===== config.mk =====
export PLATFORM = sky130hd
export DESIGN_NAME = nes_controller_reader
export DESIGN_NICKNAME = d
export VERILOG_FILES = /design/src/rtl/nes_controller_reader_pkg.sv /design/src/rtl/nes_controller_reader_sync2.sv /design/src/rtl/nes_controller_reader.sv
export SDC_FILE = /design/constraint.sdc
export NUM_CORES = 1
export LEC_CHECK = 0
export ABC_AREA = 1
export CORE_ASPECT_RATIO = 0.8
export CORE_MARGIN = 2
export CORE_UTILIZATION = 30
export DETAILED_ROUTE_END_ITERATION = 10
export HOLD_SLACK_MARGIN = 0.03
export PLACE_DENSITY = 0.54
export SLEW_MARGIN = 0
export SYNTH_ARGS = -nofsm -noshare
export SYNTH_HDL_FRONTEND = slang
export SYNTH_SLANG_ARGS = --single-unit

===== constraint.sdc =====
create_clock -name clk -period 4.34 [get_ports clk]
set_clock_uncertainty 0.15 [all_clocks]
set_input_delay 0.868 -clock clk [delete_from_list [all_inputs] [get_ports clk]]
set_output_delay 0.868 -clock clk [all_outputs]
set_load 0.02 [all_outputs]

===== src/rtl/nes_controller_reader_pkg.sv =====
// rtl/nes_controller_reader_pkg.sv - scan FSM encoding and button bit positions
package nes_controller_reader_pkg;

  typedef enum logic [2:0] {
    ST_IDLE    = 3'd0,
    ST_LATCH   = 3'd1,
    ST_READ_LO = 3'd2,
    ST_READ_HI = 3'd3,
    ST_DONE    = 3'd4
  } scan_state_t;

  // Bit positions in the button word, shared with the UI and screen modules
  localparam int BTN_A      = 0;
  localparam int BTN_B      = 1;
  localparam int BTN_SELECT = 2;
  localparam int BTN_START  = 3;
  localparam int BTN_UP     = 4;
  localparam int BTN_DOWN   = 5;
  localparam int BTN_LEFT   = 6;
  localparam int BTN_RIGHT  = 7;

endpackage


===== src/rtl/nes_controller_reader_sync2.sv =====
// rtl/nes_controller_reader_sync2.sv - two-flop synchronizer, resets to 1 (released level)
module nes_controller_reader_sync2 (
  input  logic clk,
  input  logic reset,
  input  logic d,
  output logic q
);

  logic meta;

  always_ff @(posedge clk) begin
    if (reset) begin
      meta <= 1'b1;
      q    <= 1'b1;
    end else begin
      meta <= d;
      q    <= meta;
    end
  end

endmodule


===== src/rtl/nes_controller_reader.sv =====
// rtl/nes_controller_reader.sv - polls an NES controller and publishes a per-frame button snapshot
module nes_controller_reader
  import nes_controller_reader_pkg::*;
#(
  parameter int HALF        = 600,
  parameter int POLL_PERIOD = 1666667
) (
  input  logic       clk,
  input  logic       reset,
  input  logic       ctrl_data,
  output logic       ctrl_latch,
  output logic       ctrl_clk,
  output logic [7:0] buttons,
  output logic       buttons_valid,
  output logic [7:0] new_press
);

  localparam int PW = $clog2(2 * HALF);
  localparam int IW = $clog2(POLL_PERIOD);
  localparam logic [PW-1:0] HALF_LAST  = PW'(HALF - 1);
  localparam logic [PW-1:0] LATCH_LAST = PW'(2 * HALF - 1);
  localparam logic [IW-1:0] POLL_LAST  = IW'(POLL_PERIOD - 1);

  scan_state_t   state;
  logic [IW-1:0] idle_cnt;
  logic [PW-1:0] phase;
  logic [2:0]    bit_idx;
  logic [7:0]    shift;
  logic          data_sync;

  nes_controller_reader_sync2 u_sync (
    .clk   (clk),
    .reset (reset),
    .d     (ctrl_data),
    .q     (data_sync)
  );

  always_ff @(posedge clk) begin
    if (reset) begin
      state         <= ST_IDLE;
      idle_cnt      <= '0;
      phase         <= '0;
      bit_idx       <= '0;
      shift         <= '0;
      ctrl_latch    <= 1'b0;
      ctrl_clk      <= 1'b0;
      buttons       <= '0;
      buttons_valid <= 1'b0;
      new_press     <= '0;
    end else begin
      buttons_valid <= 1'b0;
      new_press     <= '0;
      case (state)
        ST_IDLE: begin
          if (idle_cnt == POLL_LAST) begin
            idle_cnt   <= '0;
            phase      <= '0;
            ctrl_latch <= 1'b1;
            state      <= ST_LATCH;
          end else begin
            idle_cnt <= idle_cnt + IW'(1);
          end
        end
        ST_LATCH: begin
          if (phase == LATCH_LAST) begin
            phase      <= '0;
            bit_idx    <= '0;
            ctrl_latch <= 1'b0;
            state      <= ST_READ_LO;
          end else begin
            phase <= phase + PW'(1);
          end
        end
        ST_READ_LO: begin
          if (phase == HALF_LAST) begin
            phase          <= '0;
            shift[bit_idx] <= data_sync;
            if (bit_idx == 3'd7) begin
              state <= ST_DONE;
            end else begin
              ctrl_clk <= 1'b1;
              state    <= ST_READ_HI;
            end
          end else begin
            phase <= phase + PW'(1);
          end
        end
        ST_READ_HI: begin
          if (phase == HALF_LAST) begin
            phase    <= '0;
            ctrl_clk <= 1'b0;
            bit_idx  <= bit_idx + 3'd1;
            state    <= ST_READ_LO;
          end else begin
            phase <= phase + PW'(1);
          end
        end
        ST_DONE: begin
          // buttons always equals the previous published snapshot, so it doubles as the edge reference
          buttons       <= ~shift;
          new_press     <= ~shift & ~buttons;
          buttons_valid <= 1'b1;
          idle_cnt      <= '0;
          phase         <= '0;
          state         <= ST_IDLE;
        end
        default: begin
          state <= ST_IDLE;
        end
      endcase
    end
  end

endmodule


==> results.ini <==
[run_status]
outcome = completed

[cells_and_area]
nets = 519
syn2layout_area_growth_pct = 16.45
antenna-diode-count = 0
final_area_um2 = 4075
fin_cells = 664
fill_cells = 1226
drive_gt1_share_pct = 10.85

[sta]
fmax_ghz = 0.4197
hold_viol = 0
layout_setup_ws_ps = 1957
holdWs_ps = 258.1
fin_tns_setup_ps = 0
worstMarginPinSlew_ps = 759.5
period_needed_ps = 2383
slew_viol_final = 0
finalSetupViolCount = 0
rsz0062_at_grt = false
max-slew-margin-rel_pct = 49.09
fin_crit_sh_pct = 54.90

[critical_path]
cp-start-kind = input port
rr_startpoint = state[0]
criticalPathCategory = input port to flip-flop
worst-r2r-cell-count = 5
critPathCaptureType = flip-flop
worst_ep_required_time_ps = 4390
critical_path_arrival_ps = 2440
timing.rr.end = bit_idx[2]
critPathMaxFanout = 37
r2r_slack_ps = 2260

[drt]
viasPerCell = 4.764
wire_per_inst_um = 12.30
drt_iter0_markers = 144
dr_total_vias = 3163
routed_wl_mm = 8.170
first_pass_iters = 4
final_antenna_net_count = 0
route.detailed.drc = 0

[worst_hold_path]
min_from = u_sync.meta
holdPathEnd = u_sync.q
hold_depth = 1
hold_class = flip-flop to flip-flop

[clock_tree]
clk_pin_slew_ps = 60
cts_tree = done
cts_buffers = 9
numClockSinks = 67
worstSkewPairLatency_ps = 320
root_buffer = clkbuf_16
ctsHoldBuffers = 0
clockBufferDepth = 2
post_cts_buffers = 0
cts_resized = 0
cts_max_level = 3

[pwr]
p_leak_uw = 0.001548
power_density_nw_per_um2 = 412.6
irDropWorstVdd_uv = 262.4

[logic_synthesis]
synth_edf_count = 0
synthDistinctLibCells = 39
syn-cell-area_um2 = 3500
syn-num-nets = 502
synthCells = 494
synth_ff_type = dfxtp_1
synth-seq-cells = 67
synthTopCellsByArea = dfxtp_1 (38%), nand2_1 (12%), a21oi_1 (6.9%)
yosysSeqAreaShare_pct = 38.33
yosysTopAreaCellShare_pct = 38.33
synth_top_cell_by_area = dfxtp_1
ys_warn_count = 0
syn_avg_cell_area_um2 = 7.084
synthArstFlopShare_pct = 0

[floorplan]
die_w_um = 124.8
start_util_pct = 30.62
core-area_um2 = 11430
io-pin-count = 22
die-area_um2 = 12550
fp.dieH_um = 100.6
row_count = 35

[global_route]
gr-total-overflow = 0
grt_use_total_pct = 13.93
grt_max_degree = 38
first_global_vias = 3066
antenna_found_initial = 0
grt_pass1_wl_mm = 14.34

[place]
port_buffers = 21
place_area_um2 = 3780
dp_cells = 648
dpl.hpwl_mm = 5.768
pre_cts_slack_ps = 1603
place_congestion = 0.8153

[run]
drv_cap = 0

power by group:
group | switching [uW] | total (uW) | internal [uW]
logic | 218 | 294 | 76.8
registers | 30.2 | 672 | 642
clock network | 258 | 715 | 457
total | 506 | 1680 | 1180
per-stage QoR:
step                power [uW]  util, %
floorplan                919.1        -
global placement         979.4    33.07
detailed placement       984.9    33.07
CTS                       1705    35.65
global route              1775    35.65
finish                    1682    35.65
layout make-up:
| class | count | area [um^2] | area share, % |
|---|---|---|---|
| clock buffers | 11 | 242.7 | 5.956 |
| flip-flops and latches | 67 | 1341 | 32.91 |
| multi-input cells | 360 | 1842 | 45.20 |
| clock inverters | 5 | 52.55 | 1.290 |
| inverters | 51 | 193.9 | 4.759 |
| well taps | 148 | 185.2 | 4.544 |
| repair buffers | 22 | 217.7 | 5.342 |
placed cells by master, fill, tap and decap left out, types with 9 or more instances in the layout:
| master | n |
|---|---|
| a21oi_1 | 48 |
| clkbuf_16 | 9 |
| clkdlybuf4s50_1 | 21 |
| dfxtp_1 | 67 |
| inv_1 | 38 |
| inv_2 | 10 |
| nand2_1 | 113 |
| nand3_1 | 44 |
| nand4_1 | 18 |
| nor2_1 | 42 |
| nor3_1 | 16 |
| o21ai_0 | 20 |
cell usage after synthesis, types with 3 or more instances:
cell / number
ha_1: 5
o21ai_1: 7
buf_2: 4
inv_2: 10
a21oi_1: 48
clkbuf_1: 5
nand2_2: 6
o21bai_1: 4
buf_6: 3
nor2_4: 4
o21ai_0: 20
xor2_1: 7
nand2_1: 113
a22oi_1: 3
dfxtp_1: 67
nor2_1: 42
nor2_2: 7
nand4_1: 18
inv_1: 38
nand3_1: 44
nor3_1: 16
sequential cells by signal, summed over array words and instances (netlist names):
register / count
buttons_valid: 1
ctrl_latch: 1
state: 3
idle_cnt: 21
ctrl_clk: 1
bit_idx: 3
new_press: 8
phase: 11
buttons: 8
shift: 8
u_sync.meta: 1
u_sync.q: 1
worst max-delay path, stage by stage:
cell             delay, ps
clkdlybuf4s50_1        450
buf_4                  370
inv_1                  450
nand3_1                200
o21ai_1                 70
kinds of logic after synthesis:
logic type               after synthesis  share of synthesized area, %
AO/OA/AOI/OAI                         83                         12.48
XOR/XNOR                               8                         2.002
adder cells (fa/ha/maj)                5                         1.788
buffers and inverters                 67                         9.046
flip-flops                            67                         38.33
AND/OR/NAND/NOR                      264                         36.36
routing by layer:
layer  vias up  GRT usage [%]  part of all wire (%)
met1      1442          19.15                    52
met4         0          3.284                  0.53
li1       1668              -                     -
met5         -              0                     0
met2        48          21.90                    44
met3         5          3.769                   4.1
how the worst max path moves through the flow:
stage          startpoint  slack, ps  cells after the start    endpoint
4_1_cts             reset       1940                      5  buttons[6]
2_1_floorplan       reset       2630                      5  buttons[1]
3_5_place_dp        reset       1600                      5  buttons[6]
5_1_grt             reset       1800                      5  buttons[4]
3_3_place_gp        reset       1620                      5  buttons[5]
6_report            reset       1960                      5  buttons[5]
Note: power is estimated with default switching activity, not from simulation.
